[src/rtl/bcd_adder_serial.sv]
// Serial multi-digit BCD adder: one decimal digit per clock, start/busy/done
// handshake, decimal-adjust correction and sticky invalid-digit flag.

// Single-digit decimal adder with correction and invalid-digit detect.
module bcd_digit (
  input  logic [3:0] da,
  input  logic [3:0] db,
  input  logic       ci,
  output logic [3:0] d,
  output logic       co,
  output logic       bad
);
  logic [4:0] raw;

  // raw binary sum, then +6 adjust whenever it leaves the decimal range
  always_comb begin
    raw = {1'b0, da} + {1'b0, db} + {4'b0, ci};
    co  = raw > 5'd9;
    d   = co ? raw[3:0] + 4'd6 : raw[3:0];
    bad = (da > 4'd9) || (db > 4'd9);
  end
endmodule

module bcd_adder_serial #(
  parameter int DIGITS = 4
) (
  input  logic                clk,
  input  logic                rst_n,
  input  logic                start,
  input  logic [4*DIGITS-1:0] a,
  input  logic [4*DIGITS-1:0] b,
  input  logic                cin,
  output logic                busy,
  output logic                done,
  output logic [4*DIGITS-1:0] sum,
  output logic                cout,
  output logic                err
);
  localparam int W  = 4 * DIGITS;
  localparam int IW = (DIGITS > 1) ? $clog2(DIGITS) : 1;
  localparam logic [IW-1:0] LAST = IW'(DIGITS - 1);

  typedef enum logic [1:0] {IDLE, RUN, DONE} state_t;

  state_t        state;
  logic [W-1:0]  a_w, b_w, sum_w, sum_nx;
  logic [W+3:0]  sum_cat;
  logic          c_w, err_w;
  logic [IW-1:0] idx;
  logic [3:0]    dig;
  logic          dco, dbad;

  // Operands are shifted right each cycle, so the active digit is always [3:0].
  bcd_digit u_dig (
    .da  (a_w[3:0]),
    .db  (b_w[3:0]),
    .ci  (c_w),
    .d   (dig),
    .co  (dco),
    .bad (dbad)
  );

  // New digit enters at the top; after DIGITS shifts digit 0 sits at [3:0].
  always_comb begin
    sum_cat = {dig, sum_w};
    sum_nx  = sum_cat[W+3:4];
  end

  // Control FSM with working and result registers; outputs are registered.
  always_ff @(posedge clk or negedge rst_n) begin
    if (!rst_n) begin
      state <= IDLE;
      a_w   <= '0;
      b_w   <= '0;
      sum_w <= '0;
      c_w   <= 1'b0;
      err_w <= 1'b0;
      idx   <= '0;
      busy  <= 1'b0;
      done  <= 1'b0;
      sum   <= '0;
      cout  <= 1'b0;
      err   <= 1'b0;
    end else begin
      case (state)
        IDLE: begin
          if (start) begin
            a_w   <= a;
            b_w   <= b;
            c_w   <= cin;
            sum_w <= '0;
            err_w <= 1'b0;
            idx   <= '0;
            busy  <= 1'b1;
            state <= RUN;
          end
        end
        RUN: begin
          a_w   <= a_w >> 4;
          b_w   <= b_w >> 4;
          c_w   <= dco;
          err_w <= err_w | dbad;
          sum_w <= sum_nx;
          idx   <= idx + IW'(1);
          if (idx == LAST) begin
            sum   <= sum_nx;
            cout  <= dco;
            err   <= err_w | dbad;
            done  <= 1'b1;
            state <= DONE;
          end
        end
        DONE: begin
          done  <= 1'b0;
          busy  <= 1'b0;
          state <= IDLE;
        end
        default: state <= IDLE;
      endcase
    end
  end
endmodule

[config.mk]
export PLATFORM = sky130hd
export DESIGN_NAME = bcd_adder_serial
export DESIGN_NICKNAME = d
export VERILOG_FILES = /design/src/rtl/bcd_adder_serial.sv
export SDC_FILE = /design/constraint.sdc
export NUM_CORES = 1
export LEC_CHECK = 0
export CAP_MARGIN = 20
export CELL_PAD_IN_SITES_DETAIL_PLACEMENT = 1
export CELL_PAD_IN_SITES_GLOBAL_PLACEMENT = 2
export CORE_ASPECT_RATIO = 0.7
export CORE_MARGIN = 2
export CORE_UTILIZATION = 37
export DETAILED_ROUTE_END_ITERATION = 16
export PLACE_DENSITY = 0.83
export SLEW_MARGIN = 10
export SYNTH_ARGS = -nofsm -noshare
export SYNTH_HDL_FRONTEND = slang
export SYNTH_HIERARCHICAL = 1
export SYNTH_SLANG_ARGS = --single-unit
[constraint.sdc]
create_clock -name clk -period 4.3 [get_ports clk]
set_clock_uncertainty 0.2 [all_clocks]
set_input_delay 0.86 -clock clk [delete_from_list [all_inputs] [get_ports clk]]
set_output_delay 0.86 -clock clk [all_outputs]
set_load 0.01 [all_outputs]
==> key figures, run 1 <==
Status
  • Status: finished clean

Clock network
  • Clock sinks: 70
  • Total CTS buffers: 9
  • Clk slew on worst S/H paths: 0.05 ns
  • Post-CTS Setup Bufs: 0
  • # H-tree levels: 3
  • Root Buffer: clkbuf_16
  • Post-CTS sizing: 0
  • CTS tree: yes
  • Hold_buf cts: 0
  • CTS Buffer Depth: 2
  • Worst skew pair latency: about 0.33 ns

Synth
  • Async S/R FF share, synth: between 90% and 100%
  • Yosys reg bits: 70
  • Mean Syn Cell Area: 11.7 um2
  • Post-synth top flop: dfrtp_1
  • Seq/Total Area, Yosys: between 50% and 60%
  • Number of synthesized flops with an enable pin: 0
  • Syn_nets: approximately 310
  • Synth cell types: 35
  • Post-Syn Area: about 0.0031 mm2
  • Syn Inst Count: between 200 and 300
  • Yosys warns: 6

Cells and area
  • Layout Nets: about 360
  • Fraction of layout cells with a size suffix above 1: roughly an eighth
  • Area Overhead vs Synth: 27.2%
  • Fill count: 851
  • Number of diodes: 0

Drt
  • Final wirelength: around 7700 um
  • Drt drc: 0
  • Vias/cell: roughly 5.3
  • DR iter-0 viols: 96
  • DR pass1 iterations: 4
  • Vias after detailed routing: around 2200
  • Drt wl/cell: roughly 18 um
  • Antenna-violating nets left: 0

Worst setup path
  • Slowest stage delay, CP: around 0.50 ns
  • Kind of critical path: register to register
  • Crit path capture type: register
  • R2R Setup Slk: ~1.1 ns
  • Worst reg2reg path depth: 8
  • CP max-delay cell: a2111oi_0
  • Required time worst endpoint: around 4.3 ns
  • Reg-to-Reg Start: a_w[0]$_DFFE_PN0P_
  • Reg2Reg Capture Point: sum[15]$_DFFE_PN0P_
  • CP startpoint kind: register
  • Crit path top cell by count: fa_1
  • Cell chain of the critical path: fa_1 > fa_1 > xnor2_1 > ha_1 > a31o_1 > a2111oi_0 > nor2b_1 > mux2_1
  • Crit Path Max Fanout: 3
  • Worst Path Arrival: roughly 3.2 ns

Place
  • HPWL after DPL: between 5000 and 6000 um
  • Gpl congestion: between 0.7 and 0.8
  • PortBufs: 55

Timing
  • Worst slew margin: around 33%
  • Final Hold Viols: 0
  • Fmax: between 300 and 400 MHz
  • Final number of setup-violating endpoints: 0
  • Final Critical Period: ~3.2 ns
  • Hold Slack: around 0.24 ns
  • Fin crit share: 75.2%
  • Setup tns final: 0 ns
  • Final Max Tran Viols: 0
  • Worst slew pin tran: 1.01 ns
  • RSZ-0062 raised after global routing: no

GRT
  • Pin count of the biggest net entering global routing: 37
  • Initial antenna violation count: 0
  • Overflow after GRT: 0
  • Total track usage: a little under a fifth
  • Global-route wire length before repair: ~13000 um
  • Vias in the first global route: roughly 2400

Floorplanning
  • Core Area: roughly 0.0080 mm2
  • Row count: 27
  • Die ar.: 0.00920 mm2
  • I/O pin cnt: between 50 and 60
  • Initial core utilization: between 30 and 40%
  • Die height: ~81 um
  • Die Width: around 110 um

Pwr
  • Leak: approximately 1.7 nW
  • Cell Pwr Density: about 900 mW/mm2
  • Worst vdd rail ir drop: 0.306 mV

Job
  • MaxCap Viol Count: 0

Min path
  • Hold Crit Class: input pin to async pin
==> critical path, delay by kind of cell, from the launching register on <==
family                     cells  cell delay [ns]
muxes                          1             0.31
adders and majority gates      3             1.15
AOI/OAI and AO/OA              2             0.74
xor gates and xnor gates       1             0.19
and+or+nand+nor                1             0.12
DFF                            1             0.40
==> cell usage after synthesis, types with 2 or more instances <==
library cell | number | share of area, %
a21oi_1 | 17 | 2.7
a22o_1 | 15 | 4.2
buf_2 | 11 | 1.8
buf_6 | 3 | 1.1
clkbuf_1 | 3 | 0.36
dfrtp_1 | 70 | 56
fa_1 | 2 | 1.3
ha_1 | 5 | 2.0
inv_1 | 5 | 0.60
inv_2 | 2 | 0.24
mux2_1 | 4 | 1.4
mux2_2 | 13 | 4.7
nand2_1 | 10 | 1.2
nand2b_1 | 3 | 0.60
nor2_1 | 45 | 5.4
nor2b_1 | 2 | 0.40
o21ai_0 | 10 | 1.6
o21ai_1 | 7 | 1.1
o22ai_1 | 11 | 2.2
o32ai_1 | 5 | 1.4
o32ai_2 | 10 | 5.2
xnor2_1 | 2 | 0.56
==> layout make-up <==
type | count | area (um2) | area share, %
flip-flops and latches | 70 | 1750 | 44.1
multi-input cells | 173 | 1240 | 31.2
inverters | 7 | 26.3 | 0.662
repair buffers | 57 | 561 | 14.1
clock inverters | 1 | 5.00 | 0.126
clock buffers | 14 | 264 | 6.65
well taps | 101 | 126 | 3.18
==> per-stage QoR <==
stage	instances	worst slack (ns)	utilization [%]	area (um2)	total power, mW
after global placement	408	1.27	46.0	3700	2.76
after CTS	423	1.05	49.4	3970	3.55
final	423	1.06	49.4	3970	3.51
after detailed placement	408	1.08	46.0	3700	2.85
after floorplan	268	1.40	-	3120	2.35
after global routing	423	0.866	49.4	3970	3.78
==> cell families after synthesis <==
group	after synthesis	share of synthesized area, %
compound gates	82	20.9
xor+xnor	2	0.561
fa+ha+maj	7	3.29
buf+inv	25	4.29
flops	70	56.1
mux	18	6.45
simple gates	64	8.41
==> power by group <==
part / total (mW) / internal [mW] / switching (mW)
clock network: 0.668 / 0.418 / 0.250
registers: 1.19 / 0.963 / 0.227
logic: 1.65 / 0.794 / 0.859
==> metal layers <==
layer	track usage (%)	up-vias	wire (um)
met4	7.68	0	103
met5	0	-	0
met2	27.2	31	3550
met1	25.8	1146	3800
met3	4.40	7	224
li1	-	1058	-
==> registers in the layout, summed over array words and instances, names as in the netlist <==
| signal | count |
|---|---|
| done | 1 |
| err | 1 |
| sum_w | 12 |
| cout | 1 |
| state | 2 |
| c_w | 1 |
| b_w | 16 |
| err_w | 1 |
| busy | 1 |
| a_w | 16 |
| idx | 2 |
| sum | 16 |
==> cell usage in the layout, fill, tap and decap left out, drive strengths merged <==
master and instances:
o31ai 1, clkbuf 14, or2 1, nor2b 2
and3 1, inv 7, a22oi 1, a31o 1
o21ai 17, nand2 10, nor2 45, o32ai 15
buf 3, o22ai 11, a2111oi 1, mux2 17
xnor2 2, clkdlybuf4s50 54, dfrtp 70, o21ba 1
a22o 15, a21o 1, o21bai 1, nand3 1
nand2b 3, fa 2, clkinv 1, nand3b 1
a21oi 17, ha 5, mux2i 1
==> worst max path at each step <==
stage	startpoint	to	slack, ns
2_1_floorplan	a_w[0]$_DFFE_PN0P_	sum[15]$_DFFE_PN0P_	1.40
3_3_place_gp	a_w[0]$_DFFE_PN0P_	sum[15]$_DFFE_PN0P_	1.27
3_5_place_dp	a_w[0]$_DFFE_PN0P_	sum[15]$_DFFE_PN0P_	1.08
4_1_cts	a_w[0]$_DFFE_PN0P_	sum[15]$_DFFE_PN0P_	1.05
5_1_grt	a_w[0]$_DFFE_PN0P_	sum[15]$_DFFE_PN0P_	0.87
6_report	a_w[0]$_DFFE_PN0P_	sum[15]$_DFFE_PN0P_	1.06
No activity file was read; power rests on OpenSTA's default activity.
==> run 2, diff against run 1 <==
Settings changed: CORE_UTILIZATION 37 to 31, PLACE_DENSITY 0.83 to 0.74.
Clock period 4.3 ns to 2.8 ns, I/O delays scaled along.
==> key figures, run 2 (synthesized netlist as in run 1, its figures left out) <==
Worst setup path
  • Slowest stage delay, CP: about 0.41 ns
  • Beginning of the critical path: c_w$_DFFE_PN0P_
  • CP max-delay cell: fa_2
  • Crit Path Max Fanout: 4
  • Reg-to-Reg Start: c_w$_DFFE_PN0P_
  • Required time worst endpoint: about 2.9 ns
  • Worst Path Arrival: approximately 2.9 ns
  • Reg2Reg Capture Point: sum[14]$_DFFE_PN0P_
  • CP startpoint kind: register
  • R2R Setup Slk: -0.02 ns
  • Crit path top cell by count: fa_2
  • Worst reg2reg path depth: 8
  • Kind of critical path: register to register
  • Critical Path Sink: sum[14]$_DFFE_PN0P_
  • Buf/Inv on CP: 0
  • Family with the most delay on the worst path: adder cells
  • Critical path depth in cells: 8
  • Cell chain of the critical path: fa_2 > fa_2 > xnor2_4 > ha_4 > a31o_4 > o31ai_4 > mux2i_2 > mux2_4
  • Crit path capture type: register

Drt
  • Drt drc: 0
  • DR pass1 iterations: 4
  • Final wirelength: between 8000 and 9000 um
  • Antenna-violating nets left: 0
  • Vias/cell: slightly above 5
  • Vias after detailed routing: around 2300
  • DR iter-0 viols: about 120
  • Drt wl/cell: around 18 um

Timing
  • Final Critical Period: 2.82 ns
  • Setup WS post-layout: -0.0164 ns
  • Final Max Tran Viols: 0
  • Fin crit share: 101%
  • Hold Slack: ~0.046 ns
  • Worst slew pin tran: roughly 0.60 ns
  • Final Hold Viols: 0
  • RSZ-0062 raised after global routing: yes
  • Worst slew margin: between 60% and 70%
  • Setup tns final: -0.0221 ns
  • Fmax: approximately 360 MHz
  • Final number of setup-violating endpoints: 2

Cells and area
  • Fill count: roughly 1100
  • Biggest regs: a_w (16), b_w (16), sum (16)
  • Number of diodes: 0
  • Most frequent cells in the layout: 70 x dfrtp_1, 54 x clkdlybuf4s50_1, 45 x nor2_1
  • Fraction of layout cells with a size suffix above 1: a little over a fifth
  • Finished Layout Cells: between 400 and 500
  • Register area: about 0.0018 mm2
  • Commonest non-fill, non-tap cell in the layout: dfrtp_1
  • Area Overhead vs Synth: 35.2%
  • Area of the multi-input gates: 0.00133 mm2
  • Layout Nets: 373

Clock network
  • Total CTS buffers: 9
  • Worst skew pair latency: approximately 0.32 ns
  • Hold_buf cts: 0
  • # H-tree levels: 3
  • Clock sinks: 70
  • Root Buffer: clkbuf_16
  • CTS tree: yes
  • Clk slew on worst S/H paths: around 0.05 ns
  • CTS Buffer Depth: 2

Pwr
  • Cell Pwr Density: 1500 mW/mm2
  • Leak: about 1.8 nW
  • Worst vdd rail ir drop: ~0.52 mV
  • Power Total: about 6.3 mW

GRT
  • Vias in the first global route: about 2500
  • Total track usage: around 16%
  • Initial antenna violation count: 0
  • Overflow after GRT: 0
  • Pin count of the biggest net entering global routing: 71
  • Global-route wire length before repair: ~13000 um

Place
  • Placed cells: 444
  • Gpl congestion: 0.812
  • HPWL after DPL: around 5400 um
  • PortBufs: 55

Floorplanning
  • Die Width: 124 um
  • Core Area: around 0.01 mm2
  • Row count: 30
  • I/O pin cnt: 56
  • Die height: slightly below 90 um
  • Initial core utilization: a little under a third
  • Die ar.: approximately 0.011 mm2

Status
  • Failing checks: negative setup slack
  • Status: finished with violations

Min path
  • Hold Crit Class: input pin to async pin

Job
  • MaxCap Viol Count: 0
## run 2: where the power goes
group	total, mW	internal (mW)	switching (mW)
logic	3.38	1.76	1.62
registers	1.83	1.48	0.354
clock network	1.11	0.682	0.427
total	6.32	3.92	2.40
## run 2: area by class of cell
cell class              count  area share (%)
flip-flops and latches     70            41.5
repair buffers             69            15.8
well taps                 128            3.79
clock buffers               9            5.33
inverters                   7           0.622
multi-input cells         173            31.4
clock inverters             7            1.54
## run 2: worst min-delay path by stage
stage	slack [ns]	to
after floorplan	0.06	a_w[0]$_DFFE_PN0P_
after global placement	0.28	a_w[8]$_DFFE_PN0P_
after detailed placement	0.28	sum_w[7]$_DFFE_PN0P_
after CTS	0.07	sum_w[15]$_DFFE_PN0P_
after global routing	0.07	sum[5]$_DFFE_PN0P_
final	0.05	sum[5]$_DFFE_PN0P_
## run 2: metrics by stage
stage / worst slack [ns] / utilization, % / instance area (um2)
5_1_grt: -0.111 / 43.3 / 4220
6_report: -0.0164 / 43.3 / 4220
3_5_place_dp: -0.0681 / 39.2 / 3830
4_1_cts: 0.00638 / 43.0 / 4190
3_3_place_gp: -0.0288 / 39.2 / 3830
2_1_floorplan: 0.00741 / - / 3140
## run 2: worst reg2reg max path, cell delays in order, from the launching register on
cell,delay (ns)
dfrtp_1,0.40
fa_2,0.41
fa_2,0.40
xnor2_4,0.16
ha_4,0.18
a31o_4,0.23
o31ai_4,0.27
mux2i_2,0.31
mux2_4,0.19
## run 2: metal layers
metal | up-vias | GRT usage (%) | wire, um
li1 | 1091 | - | -
met1 | 1210 | 23.3 | 3980
met2 | 33 | 25.5 | 3940
met3 | 4 | 4.23 | 228
met4 | 0 | 3.06 | 55
met5 | - | 0 | 0
## run 2: what timing repair did
action	4_1_cts	5_1_grt
gates cloned	0	0
pin swaps	1	3
setup endpoints to repair	5	7
gates resized for setup	8	5
buffers inserted	3	1
